==> src/rtl/decode_stage.sv <==
// rtl/decode_stage.sv - registered RV instruction decoder with 2-entry skid buffer
//
// Decodes one instruction per cycle into control bits, register fields and a
// sign-extended XLEN immediate. Results sit in a main/skid register pair so
// in_ready depends only on a flop, never on out_ready.
//
// Ports:
//   clk, rst                 clock, synchronous active-high reset
//   flush                    drop both buffered bundles and the same-cycle input
//   in_valid/in_ready        fetch handshake; in_instr, in_pc carry the payload
//   out_valid/out_ready      execute handshake
//   out_pc, out_rs1/rs2/rd, out_func3, out_func7, out_imm   decoded fields
//   out_write_reg .. out_word_op, out_alu_op, out_illegal   control bits

module decode_stage #(
  parameter int XLEN = 32,
  parameter int PC_W = 32
) (
  input  logic            clk,
  input  logic            rst,
  input  logic            flush,
  input  logic            in_valid,
  output logic            in_ready,
  input  logic [31:0]     in_instr,
  input  logic [PC_W-1:0] in_pc,
  output logic            out_valid,
  input  logic            out_ready,
  output logic [PC_W-1:0] out_pc,
  output logic [4:0]      out_rs1,
  output logic [4:0]      out_rs2,
  output logic [4:0]      out_rd,
  output logic [2:0]      out_func3,
  output logic [6:0]      out_func7,
  output logic [XLEN-1:0] out_imm,
  output logic            out_write_reg,
  output logic            out_mem2reg,
  output logic            out_read_mem,
  output logic            out_write_mem,
  output logic            out_alu_src,
  output logic            out_pc_src,
  output logic            out_branch,
  output logic            out_jump,
  output logic            out_word_op,
  output logic [1:0]      out_alu_op,
  output logic            out_illegal
);

  typedef struct packed {
    logic [PC_W-1:0] pc;
    logic [4:0]      rs1;
    logic [4:0]      rs2;
    logic [4:0]      rd;
    logic [2:0]      func3;
    logic [6:0]      func7;
    logic [XLEN-1:0] imm;
    logic            write_reg;
    logic            mem2reg;
    logic            read_mem;
    logic            write_mem;
    logic            alu_src;
    logic            pc_src;
    logic            branch;
    logic            jump;
    logic            word_op;
    logic [1:0]      alu_op;
    logic            illegal;
  } bundle_t;

  bundle_t         dec;
  bundle_t         main_q;
  bundle_t         skid_q;
  logic            main_valid;
  logic            skid_valid;
  logic            consume;
  logic            accept;
  logic [XLEN-1:0] imm_i, imm_s, imm_b, imm_u, imm_j;

  // Size casts of signed operands replicate instr[31] up to XLEN.
  assign imm_i = XLEN'($signed(in_instr[31:20]));
  assign imm_s = XLEN'($signed({in_instr[31:25], in_instr[11:7]}));
  assign imm_b = XLEN'($signed({in_instr[31], in_instr[7], in_instr[30:25], in_instr[11:8], 1'b0}));
  assign imm_u = XLEN'($signed({in_instr[31:12], 12'b0}));
  assign imm_j = XLEN'($signed({in_instr[31], in_instr[19:12], in_instr[20], in_instr[30:21], 1'b0}));

  always_comb begin
    dec       = '0;
    dec.pc    = in_pc;
    dec.rs1   = in_instr[19:15];
    dec.rs2   = in_instr[24:20];
    dec.rd    = in_instr[11:7];
    dec.func3 = in_instr[14:12];
    dec.func7 = in_instr[31:25];
    // Every legal opcode ends in 2'b11, so a bad low pair falls into default.
    case (in_instr[6:0])
      7'b0000011: begin
        dec.write_reg = 1'b1; dec.mem2reg = 1'b1; dec.read_mem = 1'b1;
        dec.alu_src = 1'b1; dec.imm = imm_i;
      end
      7'b0100011: begin
        dec.write_mem = 1'b1; dec.alu_src = 1'b1; dec.imm = imm_s;
      end
      7'b0010011: begin
        dec.write_reg = 1'b1; dec.alu_src = 1'b1; dec.alu_op = 2'b11; dec.imm = imm_i;
      end
      7'b0110011: begin
        dec.write_reg = 1'b1; dec.alu_op = 2'b10;
      end
      7'b1100011: begin
        dec.pc_src = 1'b1; dec.branch = 1'b1; dec.alu_op = 2'b01; dec.imm = imm_b;
      end
      7'b1101111: begin
        dec.write_reg = 1'b1; dec.alu_src = 1'b1; dec.pc_src = 1'b1;
        dec.jump = 1'b1; dec.imm = imm_j;
      end
      7'b1100111: begin
        dec.write_reg = 1'b1; dec.alu_src = 1'b1; dec.jump = 1'b1; dec.imm = imm_i;
      end
      7'b0110111: begin
        dec.write_reg = 1'b1; dec.alu_src = 1'b1; dec.imm = imm_u;
      end
      7'b0010111: begin
        dec.write_reg = 1'b1; dec.alu_src = 1'b1; dec.pc_src = 1'b1; dec.imm = imm_u;
      end
      7'b0001111: ;
      7'b0011011: begin
        if (XLEN == 64) begin
          dec.write_reg = 1'b1; dec.alu_src = 1'b1; dec.alu_op = 2'b11;
          dec.word_op = 1'b1; dec.imm = imm_i;
        end else begin
          dec.illegal = 1'b1;
        end
      end
      7'b0111011: begin
        if (XLEN == 64) begin
          dec.write_reg = 1'b1; dec.alu_op = 2'b10; dec.word_op = 1'b1;
        end else begin
          dec.illegal = 1'b1;
        end
      end
      default: dec.illegal = 1'b1;
    endcase
    if (in_instr[11:7] == 5'd0) dec.write_reg = 1'b0;
  end

  assign consume = main_valid & out_ready;
  assign accept  = in_valid & in_ready & ~flush;

  always_ff @(posedge clk) begin
    if (rst) begin
      main_q     <= '0;
      skid_q     <= '0;
      main_valid <= 1'b0;
      skid_valid <= 1'b0;
    end else if (flush) begin
      main_valid <= 1'b0;
      skid_valid <= 1'b0;
    end else if (consume && skid_valid) begin
      // in_ready is low whenever skid is full, so no accept can collide here.
      main_q     <= skid_q;
      skid_valid <= 1'b0;
    end else if (accept && (!main_valid || consume)) begin
      main_q     <= dec;
      main_valid <= 1'b1;
    end else if (accept) begin
      skid_q     <= dec;
      skid_valid <= 1'b1;
    end else if (consume) begin
      main_valid <= 1'b0;
    end
  end

  assign in_ready      = ~skid_valid;
  assign out_valid     = main_valid;
  assign out_pc        = main_q.pc;
  assign out_rs1       = main_q.rs1;
  assign out_rs2       = main_q.rs2;
  assign out_rd        = main_q.rd;
  assign out_func3     = main_q.func3;
  assign out_func7     = main_q.func7;
  assign out_imm       = main_q.imm;
  assign out_write_reg = main_q.write_reg;
  assign out_mem2reg   = main_q.mem2reg;
  assign out_read_mem  = main_q.read_mem;
  assign out_write_mem = main_q.write_mem;
  assign out_alu_src   = main_q.alu_src;
  assign out_pc_src    = main_q.pc_src;
  assign out_branch    = main_q.branch;
  assign out_jump      = main_q.jump;
  assign out_word_op   = main_q.word_op;
  assign out_alu_op    = main_q.alu_op;
  assign out_illegal   = main_q.illegal;

endmodule

==> config.mk <==
export PLATFORM = sky130hd
export DESIGN_NAME = decode_stage
export DESIGN_NICKNAME = d
export VERILOG_FILES = /design/src/rtl/decode_stage.sv
export SDC_FILE = /design/constraint.sdc
export NUM_CORES = 1
export LEC_CHECK = 0
export ABC_CLOCK_PERIOD_IN_PS = 4440
export BUFFER_PORTS_ARGS = -buffer_cell sky130_fd_sc_hd__buf_2
export CORE_UTILIZATION = 55
export DETAILED_ROUTE_END_ITERATION = 8
export PLACE_DENSITY = 0.81
export SKIP_LAST_GASP = 1
export SYNTH_ARGS = -nofsm -noshare
export SYNTH_HDL_FRONTEND = slang
export SYNTH_SLANG_ARGS = --single-unit
==> constraint.sdc <==
create_clock -name clk -period 4.44 [get_ports clk]
set_input_delay 0.888 -clock clk [delete_from_list [all_inputs] [get_ports clk]]
set_output_delay 0.888 -clock clk [all_outputs]
set_load 0.02 [all_outputs]
Word-level counts from Yosys, hierarchy flattened
Index checks and enable logic that the tools add are counted.
{"block": "classes", "mux": 16, "eq_ne": 11, "addsub": 0, "shifts": 0, "n_div": 0, "n_reduce_logical": 20, "magnitude_cmp": 0, "bitwise_logic": 7, "multipliers": 0}
{"cell": "$mux 101", "n": 2}
{"cell": "$pmux 32 s5", "n": 1}
{"cell": "$eq 7x6->1 const B", "n": 3}
{"cell": "$eq 7x7->1 const B", "n": 3}
{"cell": "$eq 7x5->1 const B", "n": 2}
{"cell": "$reduce_or 7->1", "n": 2}
{"cell": "$mux 1", "n": 11}
{"cell": "$reduce_or 10->1", "n": 1}
{"cell": "$reduce_or 3->1", "n": 3}
{"cell": "$eq 7x2->1 const B", "n": 1}
{"cell": "$eq 7x4->1 const B", "n": 1}
{"cell": "$pmux 2 s3", "n": 1}
{"cell": "$reduce_or 2->1", "n": 3}
{"cell": "$logic_not 5->1", "n": 1}
{"cell": "$not 1->1", "n": 4}
{"cell": "$reduce_and 2->1", "n": 2}
{"cell": "$reduce_and 4->1", "n": 1}
{"cell": "$reduce_bool 2->1", "n": 2}
{"cell": "$and 1x1->1", "n": 3}
{"cell": "$reduce_and 3->1", "n": 1}
{"cell": "$logic_and 1x1->1", "n": 2}
{"cell": "$mux 2", "n": 1}
{"cell": "$ne 2x1->1 const B", "n": 1}
{"cell": "$logic_not 1->1", "n": 1}
{"cell": "$logic_or 1x1->1", "n": 1}
{"block": "word_totals", "latchBits": 0, "ram_bits": 0, "elab_cells": 91, "input_bits": 69, "n_memories": 0, "ff_bits": 203, "out_inout_bits": 103, "mem_bits_ro": 0}

Longest topological paths before layout
Gate-level depths: netlist (run 1).
{"block": "logic_depth", "depth_word": 6, "mapped_depth": 7, "depth_no_buf": 5}

Worst setup path before layout (run 1)
OpenSTA, ideal clock, no wires.
{"block": "synth_timing", "kind": "input -> register", "from": "in in_instr[6]", "to": "reg main_q (netlist bit out_imm[13])", "t_arrival_ns": 2.077, "path_stages": 6, "n_path_buf": 1, "slack_ns": 2.277, "t_required_ns": 4.354, "setup_ns": 0.086, "cell_sequence": "or3b_1 -> a21oi_4 -> and2_1 -> buf_4 -> a22oi_1 -> a211oi_1"}
{"block": "synth_via", "elab_chain_len": 5, "elab_cells_between_ends": 13, "cone_classes": "eq/ne (8); mux (3); reduce/logical (2)"}
{"element": "from (decl)", "line": "24", "rtl": "input logic [31:0] in_instr,"}
{"element": "$eq 7x7->1 (tied with other cells)", "line": "94", "rtl": "case (in_instr[6:0])"}
{"element": "$reduce_or 3->1 (no line) / $reduce_or 2->1 (equally long branches)"}
{"element": "$pmux 32 s5 *", "line": "94"}
{"element": "$mux 101 *", "line": "161", "rtl": "end else if (accept && (!main_valid || consume)) begin"}
{"element": "$mux 101 *", "line": "157", "rtl": "end else if (consume && skid_valid) begin"}
{"element": "to (signal assigned)", "line": "159", "rtl": "main_q <= skid_q;"}
{"element": "to (decl)", "line": "70", "rtl": "bundle_t main_q;"}
Mark *: on every way between the ends. The rest lies on a longest branch, timed or not. The select of a mux whose other input is x is not followed.
A chain may end at the register's enable or synchronous reset.

Worst setup path after layout (run 1)
{"block": "layout_timing", "from": "in in_instr[2]", "to": "reg skid_q[38] (netlist name)"}
{"block": "layout_via", "elab_chain_len": 3, "elab_cells_between_ends": 11, "cone_classes": "eq/ne (8); mux (1); reduce/logical (2)"}
{"element": "$eq 7x7->1 (tied with other cells)", "line": "94"}
{"element": "$reduce_or 3->1 (no line) / $reduce_or 2->1 (equally long branches)"}
{"element": "$pmux 32 s5 *", "line": "94"}
{"element": "to (signal assigned)", "line": "151", "rtl": "skid_q <= '0;"}
{"element": "to (signal assigned)", "line": "165", "rtl": "skid_q <= dec;"}
{"element": "to (decl)", "line": "71", "rtl": "bundle_t skid_q;"}
Mark *: on every way between the ends. The rest lies on a longest branch, timed or not.

==> key figures, run 1 <==
Clock tree
  • Clk slew on worst S/H paths: roughly 70 ps
  • CTS Hold Buffers Added: 0
  • Clock root buffer: clkbuf_16
  • CTS buffer count: 17
  • TritonCTS clock tree: done
  • Clock latency on the worst-skew pair: 440 ps
  • Longest Clk Path Bufs: 2
  • CTS resizes: 0
  • Clock sinks: 200
  • Post-CTS setup buffers: 0
  • H-Tree Depth: 4

Die
  • Die area: 15500 um^2
  • Starting Density: 56.5%
  • I/O pin cnt: 172
  • Core box area: 14600 um^2
  • Die height: around 120 um
  • Row cnt: 44
  • Die width: 124 um

Power and ir drop
  • Internal: about 3000 uW
  • Reg power frac: between 40% and 50%
  • Sw Share: about a quarter
  • PD cells: 410 nW/um^2
  • Switch Pwr: 987 uW
  • Clk network pwr share: between 40% and 50%
  • Combinational power share: 10.3%
  • Worst VDD drop: roughly 0.00026 V
  • Leakage power: around 0.0037 uW

Yosys
  • Synth Flop Type: dfxtp_1
  • Netlist cell types: 45
  • Syn Area/Cell: just under 8 um^2
  • Syn. warnings: 0
  • Cell Area, Synth: 8250 um^2
  • Most numerous cell in the Yosys netlist: nand2_1
  • Synth async-reset ratio: 0%
  • Dominant cell type by area after synthesis: dfxtp_1
  • Seq/Total Area, Yosys: 48.6%
  • Synth area leaders: dfxtp_1, nand2_1, a311oi_1
  • Synth Register Bits: 200
  • Top cell type's share of synthesized area: approximately half
  • Syn_nets: 1109
  • Synth Instances: 1040
  • EDFF count, synth: 0
  • Synth cell count leaders: nand2_1, dfxtp_1, nor2_1

Setup path
  • Reg2Reg Depth: 5
  • Critical path endpoint category: register
  • Critical path startpoint category: input port
  • R2r setup slk: around 2100 ps
  • Setup CP Type: in -> reg
  • Max Fanout on Critical Path: 16
  • Worst Path Arrival: 2740 ps
  • Worst Path Required: ~4700 ps
  • Reg-to-Reg End: out_imm[30]$_SDFFE_PP0P_
  • Worst R2R Start: out_valid$_SDFFE_PP0P_

Global route
  • Vias in the first global route: around 7000
  • First-pass GRT wire length: roughly 35000 um
  • Initial antenna violation count: 0
  • Total track usage: 27.8%
  • Grt total ovfl: 0
  • Pin count of the biggest net entering global routing: between 150 and 200

Drt
  • Drt wl/cell: roughly 16 um
  • DRC errors left: 0
  • Initial drt markers: approximately 650
  • Drt first pass iters: 5
  • Final wirelength: between 20000 and 25000 um
  • Post-route ant nets: 0
  • Vias: 7796
  • Drt via density: 5.82

STA
  • Minimum clock period: 2470 ps
  • Fin crit share: 55.6%
  • Final Max Tran Viols: 0
  • Max Freq: 405 MHz
  • Max-slew headroom: 30.2%
  • Actual slew at the worst max-slew pin: 1050 ps
  • Total negative slack: 0 ps
  • Final Setup Violations: 0
  • Final Hold Fails: 0
  • Final worst slack: 1970 ps
  • Final Skew: between 8 and 9 ps
  • RSZ-0062 raised after global routing: no

Placement
  • Final Wtd Congestion: about 0.93
  • Post-placement setup slack: approximately 1600 ps
  • DP Wirelength: 13100 um
  • Dpl cells: 1308
  • IO Port Bufs: 170

Status
  • Status: complete, no violations

Final layout
  • Post-Layout Cell Count: ~1300
  • Area Overhead vs Synth: 17.4%
  • Max reg flops: just under 100
  • N_diodes: 0
  • Top reg by flops: skid_q
  • Final nets: 1212
  • Share of cells above drive strength 1: 19.5%

Hold path
  • Worst Hold Class: reg -> reg
  • Hold Path Depth: 2
  • HP Start: skid_q[77]$_SDFFE_PP0P_
  • Hold EP: skid_q[77]$_SDFFE_PP0P_

Flow run
  • Max cap viols: 0
[power by group through the flow]
stage	clock, uW	combinational, uW	sequential (uW)
2_1_floorplan	0	190	2000
3_3_place_gp	0	406	1940
3_5_place_dp	0	410	1940
4_1_cts	1680	411	1900
5_1_grt	1760	448	1900
6_report	1670	411	1900
[worst max-delay path by stage]
| stage | startpoint | to | slack [ps] | cells past startpoint |
|---|---|---|---|---|
| after floorplan | in_instr[6] | out_imm[13]$_SDFFE_PP0P_ | 2280 | 6 |
| after global placement | out_ready | out_imm[16]$_SDFFE_PP0P_ | 1650 | 6 |
| after detailed placement | in_instr[2] | out_imm[29]$_SDFFE_PP0P_ | 1550 | 6 |
| after CTS | in_instr[2] | skid_q[38]$_SDFFE_PP0P_ | 1990 | 6 |
| after global routing | out_ready | out_imm[13]$_SDFFE_PP0P_ | 1830 | 6 |
| final | in_instr[2] | skid_q[38]$_SDFFE_PP0P_ | 1970 | 6 |
[area by class of cell]
| type | instances | area, um^2 |
|---|---|---|
| sequential | 200 | 4000 |
| inverter | 1 | 3.75 |
| tap | 184 | 230 |
| multi-input combinational | 745 | 3880 |
| fill | 1237 | 4910 |
| clock buffer | 21 | 470 |
| clock inverter | 11 | 166 |
| timing repair buffer | 178 | 930 |
[logic make-up after synthesis]
logic type	after synthesis	share of synthesized area, %
compound gates	260	22.7
buf+inv	95	4.93
flops	200	48.6
other cells	1	0.0455
simple gates	484	23.7
[critical path, cell delays in order]
cell      delay (ps)
buf_2            220
and4bb_2         330
o21ai_1          180
nand2_1          120
a21oi_1          810
a211oi_1         190
[cells in the final DEF (no fill, tap or decap), types with 3 or more instances in the layout]
cell type  Yosys  routed
nand2_1      295     295
dfxtp_1      200     200
buf_2         19     169
nor2_1       130     130
a21oi_1       87      87
a311oi_1      58      58
a211oi_1      28      28
a221oi_1      23      23
nor3_1        21      21
o21ai_0       18      18
clkbuf_16      0      17
a22oi_1       14      14
o211ai_1       9       9
buf_4          7       7
and2_1         6       6
a211oi_2       7       6
nand3_1        7       5
nor2b_1        4       4
a221o_1        4       4
bufinv_16      0       4
clkinv_2       0       4
clkbuf_8       0       3
[per-layer routing]
metal | track usage, % | wire [um]
met1 | 37.2 | 9240
met2 | 44.5 | 10300
met3 | 5.88 | 1470
met4 | 9.07 | 452
met5 | 0 | 0
[per-stage QoR]
stage | hold slack (ps) | area [um^2] | total power [uW] | utilization, %
after floorplan | 437 | 8250 | 2190 | -
after global placement | 442 | 9050 | 2340 | 62.0
after detailed placement | 447 | 9050 | 2350 | 62.0
after CTS | 456 | 9680 | 3990 | 66.4
after global routing | 468 | 9680 | 4110 | 66.4
final | 455 | 9680 | 3970 | 66.4
Note: power is estimated with default switching activity, not from simulation.
==> run 2, diff against run 1 <==
--- a/config.mk
+++ b/config.mk
@@ -5,11 +5,12 @@
 export SDC_FILE = /design/constraint.sdc
 export NUM_CORES = 1
 export LEC_CHECK = 0
-export ABC_CLOCK_PERIOD_IN_PS = 4440
+export ABC_AREA = 1
+export ABC_CLOCK_PERIOD_IN_PS = 2200
 export BUFFER_PORTS_ARGS = -buffer_cell sky130_fd_sc_hd__buf_2
-export CORE_UTILIZATION = 55
+export CORE_UTILIZATION = 50
 export DETAILED_ROUTE_END_ITERATION = 8
-export PLACE_DENSITY = 0.81
+export PLACE_DENSITY = 0.78
 export SKIP_LAST_GASP = 1
 export SYNTH_ARGS = -nofsm -noshare
 export SYNTH_HDL_FRONTEND = slang
==> constraint.sdc (replaced) <==
create_clock -name clk -period 2.2 [get_ports clk]
set_input_delay 0.44 -clock clk [delete_from_list [all_inputs] [get_ports clk]]
set_output_delay 0.44 -clock clk [all_outputs]
set_load 0.02 [all_outputs]
==> key figures, run 2 <==
Drt
  • Initial drt markers: 709 (was 647)
  • Post-route ant nets: 0 (unchanged)
  • Drt first pass iters: 5 (unchanged)
  • Drt wl/cell: 14.3 um (was 16.0 um)
  • DRC errors left: 0 (unchanged)
  • Vias: 8173 (was 7796)
  • Drt via density: 5.33 (was 5.82)
  • Final wirelength: 21900 um (was 21500 um)

Yosys
  • Synth cell count leaders: o21ai_0, dfxtp_1, nor2_1 (was nand2_1, dfxtp_1, nor2_1)
  • Seq/Total Area, Yosys: 46.9% (was 48.6%)
  • Synth Flop Type: dfxtp_1 (unchanged)
  • Netlist cell types: 31 (was 45)
  • EDFF count, synth: 0 (unchanged)
  • Synth async-reset ratio: 0% (unchanged)
  • Most numerous cell in the Yosys netlist: o21ai_0 (was nand2_1)
  • Synth Instances: 1186 (was 1040)
  • Synth Register Bits: 200 (unchanged)
  • Syn. warnings: 0 (unchanged)
  • Cell Area, Synth: 8540 um^2 (was 8250 um^2)
  • Top cell type's share of synthesized area: 46.9% (was 48.6%)
  • Syn Area/Cell: 7.20 um^2 (was 7.93 um^2)
  • Synth area leaders: dfxtp_1, o21ai_0, a21oi_1 (was dfxtp_1, nand2_1, a311oi_1)
  • Dominant cell type by area after synthesis: dfxtp_1 (unchanged)
  • Syn_nets: 1255 (was 1109)

Hold path
  • Worst Hold Class: in -> reg (was reg -> reg)
  • HP Start: in_pc[26] (was skid_q[77]$_SDFFE_PP0P_)
  • Hold Path Depth: 3 (was 2)
  • Hold EP: skid_q[95]$_SDFFE_PP0P_ (was skid_q[77]$_SDFFE_PP0P_)

Setup path
  • Critical path endpoint category: register (unchanged)
  • R2r setup slk: 600 ps (was 2060 ps)
  • Reg2Reg Depth: 5 (unchanged)
  • Critical path startpoint category: register (was input port)
  • Worst Path Required: 2560 ps (was 4720 ps)
  • Worst Setup SP: out_valid$_SDFFE_PP0P_ (was in_instr[2])
  • Worst R2R Start: out_valid$_SDFFE_PP0P_ (unchanged)
  • Setup CP Type: reg -> reg (was in -> reg)
  • CP max stage cell: dfxtp_1 (was a21oi_1)
  • Worst Path Arrival: 1950 ps (was 2740 ps)
  • Worst-path cell chain: inv_2, nor3_4, buf_4, nand2_1, a21oi_1 (was buf_2, and4bb_2, o21ai_1, nand2_1, a21oi_1, a211oi_1)
  • Reg-to-Reg End: skid_q[22]$_SDFFE_PP0P_ (was out_imm[30]$_SDFFE_PP0P_)
  • Crit path largest cell delay: 420 ps (was 810 ps)
  • Max Fanout on Critical Path: 25 (was 16)

Die
  • Die width: 133 um (was 124 um)
  • Starting Density: 51.3% (was 56.5%)
  • Die area: 17600 um^2 (was 15500 um^2)
  • Row cnt: 47 (was 44)
  • Die height: 133 um (was 124 um)
  • I/O pin cnt: 172 (unchanged)
  • Core box area: 16600 um^2 (was 14600 um^2)

Final layout
  • Max reg flops: 99 (unchanged)
  • N_diodes: 0 (unchanged)
  • Share of cells above drive strength 1: 19.2% (was 19.5%)
  • Top reg by flops: skid_q (unchanged)
  • Final nets: 1371 (was 1212)
  • Area Overhead vs Synth: 17.9% (was 17.4%)
  • Commonest non-fill, non-tap cell in the layout: o21ai_0 (was nand2_1)
  • Post-Layout Cell Count: 1534 (was 1340)
  • Finished Cell Area: 10100 um^2 (was 9680 um^2)
  • Most frequent cells in the layout: o21ai_0, dfxtp_1, nor2_1 (was nand2_1, dfxtp_1, buf_2)

STA
  • Final Skew: 7.16 ps (was 8.62 ps)
  • Actual slew at the worst max-slew pin: 533 ps (was 1050 ps)
  • Max-slew headroom: 64.4% (was 30.2%)
  • Hold Slack: 308 ps (was 455 ps)
  • Final worst slack: 603 ps (was 1970 ps)
  • Final Setup Violations: 0 (unchanged)
  • Fin crit share: between 70 and 80%
  • Minimum clock period: 1600 ps
  • RSZ-0062 raised after global routing: no (unchanged)
  • Max Freq: 626 MHz
  • Total negative slack: 0 ps (unchanged)
  • Final Hold Fails: 0 (unchanged)
  • Final Max Tran Viols: 0 (unchanged)

Clock tree
  • CTS buffer count: 17 (unchanged)
  • Clk slew on worst S/H paths: 70 ps (about the same)
  • CTS resizes: 0 (unchanged)
  • Clock root buffer: clkbuf_16 (unchanged)
  • Clock latency on the worst-skew pair: 430 ps (was 440 ps)
  • TritonCTS clock tree: done (unchanged)
  • Clock sinks: 200 (unchanged)
  • Longest Clk Path Bufs: 2 (unchanged)
  • H-Tree Depth: 4 (unchanged)
  • CTS Hold Buffers Added: 0 (unchanged)
  • Post-CTS setup buffers: 0 (unchanged)

Placement
  • Final Wtd Congestion: 0.940 (was 0.935)
  • IO Port Bufs: 170 (unchanged)
  • Post-placement setup slack: 333 ps (was 1550 ps)
  • DP Area: 9460 um^2 (was 9050 um^2)
  • Dpl cells: 1503 (was 1308)
  • DP Wirelength: 13900 um (was 13100 um)

Global route
  • Vias in the first global route: 7112 (was 7035)
  • Total track usage: 25.1% (was 27.8%)
  • Pin count of the biggest net entering global routing: 100 (was 160)
  • Initial antenna violation count: 1 (was 0)
  • Grt total ovfl: 0 (unchanged)
  • First-pass GRT wire length: 35600 um (was 35300 um)

Status
  • Status: complete, no violations (unchanged)

Flow run
  • Max cap viols: 0 (unchanged)

Power and ir drop
  • Leakage power: 0.00466 uW (was 0.00372 uW)
  • PD cells: 767 nW/um^2 (was 410 nW/um^2)
  • Worst VDD drop: 0.000597 V (was 0.000259 V)
run 2: cell count changes after synthesis, sizes merged, moves of 18 or more:
cell,delta
nand2,-140
a21oi,+64
nand3,+34
nor2,+66
nor3,-18
clkbuf,-22
inv,+85
a311oi,-58
a221oi,-23
a211oi,-32
o21ai,+231
run 2: layout make-up:
class / instances / area (um^2)
clock inverter: 5 / 83.8
inverter: 87 / 333
tap: 220 / 275
fill: 1599 / 6570
sequential: 200 / 4000
clock buffer: 26 / 529
multi-input combinational: 810 / 3790
timing repair buffer: 186 / 1060
run 2: metrics by stage:
stage | total power [uW] | util, %
floorplan | 4310 | -
global placement | 4580 | 56.8
detailed placement | 4590 | 56.8
CTS | 7780 | 60.5
global route | 7990 | 60.5
finish | 7720 | 60.5
run 2: layer usage:
layer | GRT usage, % | vias up | wire, um | share of wire, %
li1 | - | 4108 | - | -
met1 | 34.3 | 3713 | 9950 | 45
met2 | 39.4 | 315 | 9930 | 45
met3 | 4.44 | 37 | 1540 | 7.0
met4 | 10.0 | 0 | 517 | 2.4
met5 | 0 | - | 0 | 0
run 2: where the power goes:
| part | leakage, uW | internal [uW] | switching (uW) |
|---|---|---|---|
| clock network | 0.000295 | 1890 | 1320 |
| logic | 0.00275 | 248 | 485 |
| registers | 0.00162 | 3730 | 53.3 |
| total | 0.00466 | 5860 | 1860 |
run 2: how the worst max path moves through the flow:
stage,endpoint,slack (ps),depth (start not counted)
after CTS,skid_q[48]$_SDFFE_PP0P_,580,6
after detailed placement,skid_q[22]$_SDFFE_PP0P_,330,8
final,skid_q[22]$_SDFFE_PP0P_,600,5
after global placement,skid_q[19]$_SDFFE_PP0P_,410,8
after global routing,skid_q[21]$_SDFFE_PP0P_,470,6
after floorplan,out_func3[2]$_SDFFE_PP0P_,700,8
run 2: kinds of logic (layout without fill, tap and decap cells):
logic type             count (synthesis)  in the layout  synth area share, %
AO/OA/AOI/OAI                        410            410                 24.4
AND/OR/NAND/NOR                      399            399                 19.9
flip-flops                           200            200                 46.9
buffers and inverters                176            304                 8.86
other                                  1              1               0.0439
run 2: critical path, delay by kind of cell, from the launching register on:
family	cells	cell delay, ps
AOI/OAI and AO/OA	1	180
buffers and inverters	2	420
DFF	1	420
and+or+nand+nor	2	500
==> run 3, diff against run 2 <==
--- a/config.mk
+++ b/config.mk
@@ -5,12 +5,12 @@
 export SDC_FILE = /design/constraint.sdc
 export NUM_CORES = 1
 export LEC_CHECK = 0
-export ABC_AREA = 1
-export ABC_CLOCK_PERIOD_IN_PS = 2200
+export ABC_AREA = 0
+export ABC_CLOCK_PERIOD_IN_PS = 1500
 export BUFFER_PORTS_ARGS = -buffer_cell sky130_fd_sc_hd__buf_2
-export CORE_UTILIZATION = 50
+export CORE_UTILIZATION = 55
 export DETAILED_ROUTE_END_ITERATION = 8
-export PLACE_DENSITY = 0.78
+export PLACE_DENSITY = 0.81
 export SKIP_LAST_GASP = 1
 export SYNTH_ARGS = -nofsm -noshare
 export SYNTH_HDL_FRONTEND = slang
==> constraint.sdc (replaced) <==
create_clock -name clk -period 1.5 [get_ports clk]
set_input_delay 0.3 -clock clk [delete_from_list [all_inputs] [get_ports clk]]
set_output_delay 0.3 -clock clk [all_outputs]
set_load 0.02 [all_outputs]
==> key figures, run 3 (synthesized netlist as in run 1, its figures left out) <==
Status
  • Status: complete, but fails checks (was complete, no violations)
  • Failing checks: negative setup slack

Final layout
  • Area Overhead vs Synth: 46.9% (was 17.9%)
  • Most frequent cells in the layout: nand2_1, dfxtp_1, buf_2 (was o21ai_0, dfxtp_1, nor2_1)
  • Finished Cell Area: 12100 um^2 (was 10100 um^2)
  • Fillers: 755 (was 1599)
  • N_diodes: 0 (unchanged)
  • Final nets: 1353 (was 1371)
  • Share of cells above drive strength 1: 36.3% (was 19.2%)
  • Commonest non-fill, non-tap cell in the layout: nand2_1 (was o21ai_0)
  • Top reg by flops: skid_q (unchanged)
  • Post-Layout Cell Count: 1481 (was 1534)
  • Max reg flops: 99 (unchanged)
  • Register area: 4010 um^2 (was 4000 um^2)
  • Area occupied by multi-input gates: 4460 um^2 (was 3790 um^2)

Die
  • Row cnt: 44 (was 47)
  • I/O pin cnt: 172 (unchanged)
  • Die width: 124 um (was 133 um)
  • Die area: 15500 um^2 (was 17600 um^2)
  • Die height: 124 um (was 133 um)
  • Starting Density: 56.5% (was 51.3%)
  • Core box area: 14600 um^2 (was 16600 um^2)

STA
  • Hold Slack: 103 ps (was 308 ps)
  • Final Skew: 9.88 ps (was 7.16 ps)
  • Final Max Tran Viols: 0 (unchanged)
  • Total negative slack: -25340 ps (was 0 ps)
  • Final worst slack: -420 ps (was 603 ps)
  • Max Freq: 521 MHz (was 626 MHz)
  • Minimum clock period: 1920 ps (was 1600 ps)
  • RSZ-0062 raised after global routing: yes (was no)
  • Final Hold Fails: 0 (unchanged)
  • Final Setup Violations: 181 (was 0)
  • Fin crit share: 128% (was 72.6%)

Placement
  • IO Port Bufs: 170 (unchanged)
  • DP Area: 9990 um^2 (was 9460 um^2)
  • Final Wtd Congestion: 0.871 (was 0.940)
  • DP Wirelength: 15900 um (was 13900 um)
  • Post-placement setup slack: -349 ps (was 333 ps)
  • Dpl cells: 1399 (was 1503)

Drt
  • Met1 WL: 11700 um (was 9950 um)
  • DRC errors left: 0 (unchanged)
  • Drt first pass iters: 5 (unchanged)
  • Drt via density: 6.49 (was 5.33)
  • Drt wl/cell: 22.0 um (was 14.3 um)
  • Vias: 9612 (was 8173)
  • Met2 WL: 15400 um (was 9930 um)
  • Met3 Routed Length: 3050 um (was 1540 um)
  • Post-route ant nets: 0 (unchanged)
  • Top routing layer in use: met4 (unchanged)
  • Initial drt markers: 1121 (was 709)
  • Final wirelength: 32600 um (was 21900 um)

Clock tree
  • Longest Clk Path Bufs: 2 (unchanged)
  • Clk slew on worst S/H paths: 80 ps (was 70 ps)
  • TritonCTS clock tree: done (unchanged)
  • CTS Hold Buffers Added: 0 (unchanged)
  • Clock sinks: 200 (unchanged)
  • Clock latency on the worst-skew pair: 440 ps (was 430 ps)
  • H-Tree Depth: 4 (unchanged)
  • CTS buffer count: 17 (unchanged)
  • Clock root buffer: clkbuf_16 (unchanged)

Flow run
  • Max cap viols: 0 (unchanged)

Power and ir drop
  • Worst VDD drop: 0.00114 V (was 0.000597 V)
  • PD cells: 1000 nW/um^2 (was 767 nW/um^2)
  • Leakage power: 0.00482 uW (was 0.00466 uW)

Setup path
  • Worst R2R Start: skid_valid$_SDFFE_PP0P_ (was out_valid$_SDFFE_PP0P_)
  • Reg-to-Reg End: out_imm[20]$_SDFFE_PP0P_ (was skid_q[22]$_SDFFE_PP0P_)
  • Reg2Reg Depth: 7 (was 5)
  • Critical path endpoint category: register (unchanged)
  • Setup CP Type: reg -> reg (unchanged)
  • Worst Setup SP: skid_valid$_SDFFE_PP0P_ (was out_valid$_SDFFE_PP0P_)
  • Worst Path Required: 1820 ps (was 2560 ps)
  • Worst Path Arrival: 2240 ps (was 1950 ps)
  • Max Fanout on Critical Path: 5 (was 25)
  • R2r setup slk: -420 ps (was 600 ps)
  • CP endpoint: out_imm[20]$_SDFFE_PP0P_ (was skid_q[22]$_SDFFE_PP0P_)
  • Critical path startpoint category: register (unchanged)

Hold path
  • Hold Path Depth: 3 (unchanged)
  • Worst Hold Class: in -> reg (unchanged)

Global route
  • Total track usage: 32.3% (was 25.1%)
  • Vias in the first global route: 8003 (was 7112)
  • Grt total ovfl: 0 (unchanged)
  • First-pass GRT wire length: 40400 um (was 35600 um)
  • Initial antenna violation count: 0 (was 1)
  • Pin count of the biggest net entering global routing: 49 (was 100)
run 3: cell types whose count changed in the layout (fill, tap and decap cells not counted), moves of 63 or more:
cell | before | now
buf_4 | 9 | 72
a21oi_1 | 153 | 77
nor2_1 | 193 | 104
inv_1 | 80 | 0
o21ai_0 | 239 | 12
nand2_1 | 145 | 290
run 3: timing repair:
action	in CTS	in global routing
pin swaps	20	56
cloned	9	17
gates resized for setup	42	133
setup buffers	13	15
setup endpoints to repair	198	164
run 3: report_power, final:
group | switching, uW | internal, uW | leakage, uW
Sequential | 140 | 5500 | 0.00163
Combinational | 1060 | 731 | 0.00290
Clock | 2160 | 2570 | 0.000288
run 3: worst min-delay path by stage:
stage / start / endpoint / slack, ps
after CTS: in_pc[29] / skid_q[98]$_SDFFE_PP0P_ / 110
after global placement: out_illegal$_SDFFE_PP0P_ / out_illegal$_SDFFE_PP0P_ / 440
final: in_pc[29] / skid_q[98]$_SDFFE_PP0P_ / 100
after detailed placement: skid_q[72]$_SDFFE_PP0P_ / skid_q[72]$_SDFFE_PP0P_ / 450
after floorplan: flush / out_valid$_SDFFE_PP0P_ / 370
after global routing: in_pc[0] / skid_q[69]$_SDFFE_PP0P_ / 110
run 3: final cells by class:
cell class | instances | area share (%)
clock buffer | 19 | 3.74
sequential | 200 | 33.1
clock inverter | 13 | 1.19
inverter | 1 | 0.0310
tap | 184 | 1.90
multi-input combinational | 746 | 36.8
timing repair buffer | 318 | 23.3
run 3: routing by layer:
metal	vias up	GRT usage, %
met5	-	0
met2	785	54.1
met1	4473	40.5
met4	0	13.5
met3	235	6.06
li1	4119	-
run 3: metrics by stage:
| stage | utilization, % | power, uW |
|---|---|---|
| after global routing | 83.0 | 12500 |
| after floorplan | - | 6530 |
| final | 83.0 | 12200 |
| after detailed placement | 68.4 | 7120 |
| after CTS | 76.3 | 11800 |
| after global placement | 68.4 | 7090 |
run 3: worst max-delay path, cell delays in order, from the launching register on:
cell	delay (ps)
dfxtp_2	340
or2_4	270
a211oi_4	330
buf_6	210
buf_12	130
buf_16	120
o21ai_2	50
a221oi_1	350
